**src/rtl/layer1_neuron_mac_if.sv**
```systemverilog
// Bus bundle for the layer-1 MAC: activation input stream, weight ROM port and
// result output stream. The engine uses the slave view, its environment the master view.
interface layer1_neuron_mac_if #(
  parameter int ACT_W = 16
);
  logic             in_valid;
  logic             in_ready;
  logic [ACT_W-1:0] in_data;
  logic [7:0]       weight_addr;
  logic [19:0]      weight_data;
  logic             out_valid;
  logic             out_ready;
  logic [ACT_W-1:0] out_data;
  logic [7:0]       out_idx;
  logic             out_last;

  modport slave (
    input  in_valid, in_data, weight_data, out_ready,
    output in_ready, weight_addr, out_valid, out_data, out_idx, out_last
  );

  modport master (
    output in_valid, in_data, weight_data, out_ready,
    input  in_ready, weight_addr, out_valid, out_data, out_idx, out_last
  );
endinterface

```
**src/rtl/layer1_neuron_mac.sv**
```systemverilog
// Layer-1 dot-product engine: buffers one activation vector, then runs one MAC per
// cycle per neuron against the weight ROM. Optional ReLU on results: `define LAYER1_RELU_EN.
module layer1_neuron_mac #(
  parameter int NUM_INPUTS  = 16,
  parameter int NUM_NEURONS = 16,
  parameter int ACT_W       = 16,
  parameter int ACC_W       = 40
) (
  input logic                clk,
  input logic                rst,
  layer1_neuron_mac_if.slave bus
);
  localparam int PROD_W = 20 + ACT_W;
  localparam int IDX_W  = (NUM_INPUTS > 1) ? $clog2(NUM_INPUTS) : 1;

  localparam logic [7:0] LAST_I = 8'(NUM_INPUTS - 1);
  localparam logic [7:0] LAST_N = 8'(NUM_NEURONS - 1);

  localparam logic signed [ACC_W-1:0] RND_HALF = ACC_W'(2 ** 18);
  localparam logic signed [ACC_W-1:0] SAT_MAX  = ACC_W'(2 ** (ACT_W - 1) - 1);
  localparam logic signed [ACC_W-1:0] SAT_MIN  = ~SAT_MAX;
  localparam logic [ACT_W-1:0]        RES_MAX  = {1'b0, {(ACT_W-1){1'b1}}};
  localparam logic [ACT_W-1:0]        RES_MIN  = {1'b1, {(ACT_W-1){1'b0}}};

  typedef enum logic [1:0] {LOAD, COMPUTE, OUTPUT} state_t;

  state_t                  state;
  logic [ACT_W-1:0]        act_buf [NUM_INPUTS];
  logic [7:0]              ld_cnt;
  logic [7:0]              i_cnt;
  logic [7:0]              n_cnt;
  logic signed [ACC_W-1:0] acc;

  logic                    in_ready_q;
  logic                    out_valid_q;
  logic [ACT_W-1:0]        out_data_q;
  logic [7:0]              out_idx_q;
  logic                    out_last_q;

  logic signed [19:0]       weight_s;
  logic signed [ACT_W-1:0]  act_s;
  logic signed [PROD_W-1:0] prod;
  logic signed [ACC_W-1:0]  acc_nxt;
  logic signed [ACC_W-1:0]  rnd;
  logic signed [ACC_W-1:0]  shifted;
  logic [ACT_W-1:0]         result;
  logic                     in_fire;

  // n_cnt/i_cnt are only touched by the compute path, so the address naturally
  // holds its last value through OUTPUT and LOAD.
  assign bus.weight_addr = n_cnt * 8'(NUM_INPUTS) + i_cnt;
  assign bus.in_ready    = in_ready_q;
  assign bus.out_valid   = out_valid_q;
  assign bus.out_data    = out_data_q;
  assign bus.out_idx     = out_idx_q;
  assign bus.out_last    = out_last_q;

  assign in_fire = (state == LOAD) && bus.in_valid && in_ready_q;

  // NOTE: every variable gets a default at the top of always_comb so no path can infer a latch.
  always_comb begin
    weight_s = '0;
    act_s    = '0;
    prod     = '0;
    acc_nxt  = '0;
    rnd      = '0;
    shifted  = '0;
    result   = '0;

    // Sign-magnitude to two's complement; negative zero falls out as 0.
    if (bus.weight_data[19]) weight_s = -$signed({1'b0, bus.weight_data[18:0]});
    else                     weight_s =  $signed({1'b0, bus.weight_data[18:0]});

    act_s   = $signed(act_buf[i_cnt[IDX_W-1:0]]);
    prod    = weight_s * act_s;
    acc_nxt = acc + ACC_W'(prod);

    rnd     = acc_nxt + RND_HALF;
    shifted = rnd >>> 19;
    if (shifted > SAT_MAX)      result = RES_MAX;
    else if (shifted < SAT_MIN) result = RES_MIN;
    else                        result = shifted[ACT_W-1:0];

`ifdef LAYER1_RELU_EN
    if (result[ACT_W-1]) result = '0;
`else
    result = result;
`endif
  end

  // NOTE: the activation buffer has no reset; it is always fully rewritten before being read.
  always_ff @(posedge clk) begin
    if (in_fire) act_buf[ld_cnt[IDX_W-1:0]] <= bus.in_data;
  end

  // NOTE: sequential state uses non-blocking assignments only, so every register sees pre-edge values.
  always_ff @(posedge clk) begin
    if (rst) begin
      state       <= LOAD;
      in_ready_q  <= 1'b1;
      out_valid_q <= 1'b0;
      out_data_q  <= '0;
      out_idx_q   <= '0;
      out_last_q  <= 1'b0;
      ld_cnt      <= '0;
      i_cnt       <= '0;
      n_cnt       <= '0;
      acc         <= '0;
    end else begin
      unique case (state)
        LOAD: begin
          if (in_fire) begin
            if (ld_cnt == LAST_I) begin
              ld_cnt     <= '0;
              in_ready_q <= 1'b0;
              n_cnt      <= '0;
              i_cnt      <= '0;
              acc        <= '0;
              state      <= COMPUTE;
            end else begin
              ld_cnt <= ld_cnt + 8'd1;
            end
          end
        end

        COMPUTE: begin
          acc <= acc_nxt;
          if (i_cnt == LAST_I) begin
            // The final term is folded in combinationally so the result lands one cycle later.
            out_valid_q <= 1'b1;
            out_data_q  <= result;
            out_idx_q   <= n_cnt;
            out_last_q  <= (n_cnt == LAST_N);
            state       <= OUTPUT;
          end else begin
            i_cnt <= i_cnt + 8'd1;
          end
        end

        OUTPUT: begin
          if (bus.out_ready) begin
            out_valid_q <= 1'b0;
            if (out_last_q) begin
              in_ready_q <= 1'b1;
              state      <= LOAD;
            end else begin
              n_cnt <= n_cnt + 8'd1;
              i_cnt <= '0;
              acc   <= '0;
              state <= COMPUTE;
            end
          end
        end

        default: state <= LOAD;
      endcase
    end
  end
endmodule

```
**src/flat_wrapper.sv**
```systemverilog
// flat-port wrapper written by rule: the top's interface ports become plain ports
module layer1_neuron_mac_flat 
#(
  parameter int NUM_INPUTS  = 16,
  parameter int NUM_NEURONS = 16,
  parameter int ACT_W       = 16,
  parameter int ACC_W       = 40
)
  (clk, rst, bus_in_valid, bus_in_data, bus_weight_data, bus_out_ready, bus_in_ready, bus_weight_addr, bus_out_valid, bus_out_data, bus_out_idx, bus_out_last);
  layer1_neuron_mac_if #(.ACT_W(ACT_W)) bus_i ();
  input logic clk;
  input logic rst;
  input wire logic [$bits(bus_i.in_valid)-1:0] bus_in_valid;
  input wire logic [$bits(bus_i.in_data)-1:0] bus_in_data;
  input wire logic [$bits(bus_i.weight_data)-1:0] bus_weight_data;
  input wire logic [$bits(bus_i.out_ready)-1:0] bus_out_ready;
  output wire logic [$bits(bus_i.in_ready)-1:0] bus_in_ready;
  output wire logic [$bits(bus_i.weight_addr)-1:0] bus_weight_addr;
  output wire logic [$bits(bus_i.out_valid)-1:0] bus_out_valid;
  output wire logic [$bits(bus_i.out_data)-1:0] bus_out_data;
  output wire logic [$bits(bus_i.out_idx)-1:0] bus_out_idx;
  output wire logic [$bits(bus_i.out_last)-1:0] bus_out_last;
  assign bus_i.in_valid = bus_in_valid;
  assign bus_i.in_data = bus_in_data;
  assign bus_i.weight_data = bus_weight_data;
  assign bus_i.out_ready = bus_out_ready;
  assign bus_in_ready = bus_i.in_ready;
  assign bus_weight_addr = bus_i.weight_addr;
  assign bus_out_valid = bus_i.out_valid;
  assign bus_out_data = bus_i.out_data;
  assign bus_out_idx = bus_i.out_idx;
  assign bus_out_last = bus_i.out_last;
  layer1_neuron_mac #(.NUM_INPUTS(NUM_INPUTS), .NUM_NEURONS(NUM_NEURONS), .ACT_W(ACT_W), .ACC_W(ACC_W)) u_core (.clk(clk), .rst(rst), .bus(bus_i));
endmodule
```
**config.mk**
```make
export PLATFORM = sky130hd
export DESIGN_NAME = layer1_neuron_mac_flat
export DESIGN_NICKNAME = d
export VERILOG_FILES = /design/src/rtl/layer1_neuron_mac_if.sv /design/src/rtl/layer1_neuron_mac.sv /design/src/flat_wrapper.sv
export SDC_FILE = /design/constraint.sdc
export NUM_CORES = 1
export LEC_CHECK = 0
export CORE_UTILIZATION = 55
export DETAILED_ROUTE_END_ITERATION = 12
export HOLD_SLACK_MARGIN = 0.06
export PLACE_DENSITY = 0.78
export SLEW_MARGIN = 10
export SYNTH_ARGS = -nofsm -noshare
export SYNTH_HDL_FRONTEND = slang
export SYNTH_SLANG_ARGS = --single-unit
export TNS_END_PERCENT = 50
```
**constraint.sdc**
```tcl
create_clock -name clk -period 13.94 [get_ports clk]
set_input_delay 2.788 -clock clk [delete_from_list [all_inputs] [get_ports clk]]
set_output_delay 2.788 -clock clk [all_outputs]
set_load 0.05 [all_outputs]
```
==> reports/metrics.yaml <==
status:
  status: "finished, final reports clean"
timing:
  fmaxAchievable_mhz: 78.8
  rsz0062_at_grt: "false"
  fin_skew_ps: 21.1
  tns_ps: 0
  slew_violations: 0
  fin_crit_sh_pct: 91.0
  fin_crit_ps: 12690
  final-hold-violation-count: 0
  relSlewSlack_pct: 19.8
  finalSetupViolCount: 0
  tightest_slew_ps: 1200
yosys:
  synth.cell_area_um2: 28900
  synth_top_cell_by_area: "edfxtp_1"
  synthCells: 2608
  syn_area_per_cell_um2: 11.1
  synth_top_area_share_pct: 26.6
  ys_ff_latch: 353
  ys_seq_area_share_pct: 33.3
  synth_top_flop_cell: "edfxtp_1"
  yosysWarnings: 0
  synth_common_cells: "inv_1, fa_1, edfxtp_1, nand2_1, nor2_1"
  synth_enable_flop_cells: 256
  synthDistinctLibCells: 89
  syn_nets: 3149
  async_flop_share_pct: 0
  synth.most_common_cell: "inv_1"
  yosys-top-cells-area: "edfxtp_1, fa_1, dfxtp_1, mux4_2, inv_1"
layout:
  final_net_count: 3192
  final_layout_size_suffix_gt1_share_pct: 8.92
  area_delta_synth_final_pct: 9.59
clocking:
  cts_tree: "yes"
  insertion_delay_ps: 560
  hold_buffers: 0
  clock-sinks: 353
  path_clk_slew_ps: 60
  cts_setup_buffers: 0
  cts_buffers: 37
  clock_path_buffers: 3
  root_buffer: "clkbuf_16"
  h-tree-depth: 2
  cts-resized-gates: 0
global_routing:
  gr-usage-all-layers_pct: 28.5
  grt_antenna_before_repair: 3
  grt_overflow: 0
  grt_max_degree: 69
  grt_pass1_vias: 21300
  grt_pass1_wl_mm: 116
routing:
  vias: 19900
  antenna_left: 0
  drt-total-wl_mm: 72.2
  post-route-drc-count: 0
  drt_iter0_drc: 1594
  drtPass1Iterations: 5
  wl_per_cell_um: 21.5
  via_per_inst: 5.91
critical_path:
  cp_num_buf_inv: 5
  crit_fanout: 12
  r2r_cells: 27
  cp.required_ps: 14370
  end_kind: "flop"
  cp_data_arrival_time_ps: 13120
  worst_path_dominant_cell_family: "adder cells"
  cpMostUsedCell: "fa_1"
  cpMaxStageDelayCell: "or4_1"
  r2r_end: "u_core.bus.out_data[2]"
  crit_type: "primary input to flop"
  cp-startpoint: "bus_weight_data[7]"
  startpoint_type: "primary input"
  max_stage_delay_ps: 600
  rrSetupSlack_ps: 3170
floorplan:
  die_h_um: 231
  dieArea_um2: 53500
  pin_count: 75
  chipWidth_um: 231
  rows: 83
  core_area_um2: 51600
  start_util_pct: 56.0
place:
  place_hpwl_mm: 52.8
  placement.io_buffers: 74
  place.gp.congestion: 0.988
worst_hold_path:
  hold_depth: 2
  min_from: "u_core.bus.out_data[14]"
  hp-class: "flop to flop"
  holdPathEnd: "u_core.bus.out_data[14]"
flow_run:
  maxCapViolCount: 0
-- sequential cells by signal, summed over array words and instances, names as in the netlist, named ones only --
signal,cells
u_core.bus.out_valid,1
u_core.act_buf,256
u_core.bus.out_idx,8
u_core.i_cnt,8
u_core.bus.out_data,16
u_core.bus.in_ready,1
u_core.state,2
u_core.acc,40
u_core.n_cnt,8
u_core.ld_cnt,8
u_core.bus.out_last,1
-- kinds of logic after synthesis --
family	after synthesis	share of synthesized area, %
flops	353	33.3
xor+xnor	103	3.17
buf+inv	556	7.35
simple gates	720	11.5
mux	95	6.47
fa+ha+maj	501	31.4
compound gates	280	6.86
-- area by class of cell --
type	instances	area [µm²]
fill	3949	19900
multi-input combinational	1699	17200
sequential	353	9630
inverter	435	1630
timing repair buffer	125	1120
clock buffer	47	993
tap	680	851
clock inverter	20	251
antenna	1	2.50
-- worst max path at each step --
stage / to / slack (ps) / cells past startpoint
after floorplan: u_core.bus.out_data[13] / 2410 / 35
after global placement: u_core.bus.out_data[2] / 1050 / 30
after detailed placement: u_core.bus.out_data[2] / 840 / 30
after CTS: u_core.bus.out_data[2] / 1400 / 30
after global routing: u_core.bus.out_data[3] / 520 / 30
final: u_core.bus.out_data[2] / 1250 / 30
-- routing by layer --
metal  global-route usage, %  wire (µm)
met5                       0         22
met4                    14.4       3930
met1                    35.0      26700
met2                    48.4      35900
met3                    4.81       5650
-- per-stage QoR --
| step | std cells | hold WS [ps] | util, % | instance area (µm²) | worst slack, ps |
|---|---|---|---|---|---|
| floorplan | 2608 | 452 | - | 28900 | 2410 |
| global placement | 3292 | 438 | 59.0 | 30400 | 1050 |
| detailed placement | 3292 | 445 | 59.0 | 30500 | 845 |
| CTS | 3359 | 453 | 61.4 | 31700 | 1400 |
| global route | 3360 | 480 | 61.4 | 31700 | 525 |
| finish | 3360 | 450 | 61.4 | 31700 | 1250 |
-- worst register-to-register path, cell delays in order, from the launching register on --
cell and delay (ps):
dfxtp_2 720, buf_4 630, mux4_2 460, mux4_2 760
nand2_1 240, inv_1 100, fa_1 620, fa_1 910
fa_1 530, fa_1 510, fa_1 490, inv_1 50
fa_1 480, inv_1 40, ha_1 490, nand3_1 220
nor4_1 390, nand2_1 100, o221ai_1 570, mux2i_1 260
and3_1 400, or4bb_1 470, nor4_1 250, xnor2_1 300
nor3_1 130, a21oi_1 170, buf_4 240, o21ai_1 120
-- cells in the final DEF (no fill, tap or decap), drive strengths merged, types with 47 or more instances in the layout --
| cell | netlist | final |
|---|---|---|
| clkbuf | 92 | 47 |
| dfxtp | 97 | 97 |
| mux4 | 73 | 73 |
| clkdlybuf4s50 | 0 | 73 |
| xnor2 | 58 | 58 |
| fa | 375 | 375 |
| ha | 126 | 126 |
| nor2 | 242 | 242 |
| and2 | 55 | 55 |
| a21oi | 65 | 65 |
| buf | 29 | 52 |
| o21ai | 47 | 47 |
| edfxtp | 256 | 256 |
| nand2 | 249 | 249 |
| inv | 434 | 434 |
Power is not shown: default switching activity piles up to over one toggle a cycle in this logic, so the estimate is an artifact.
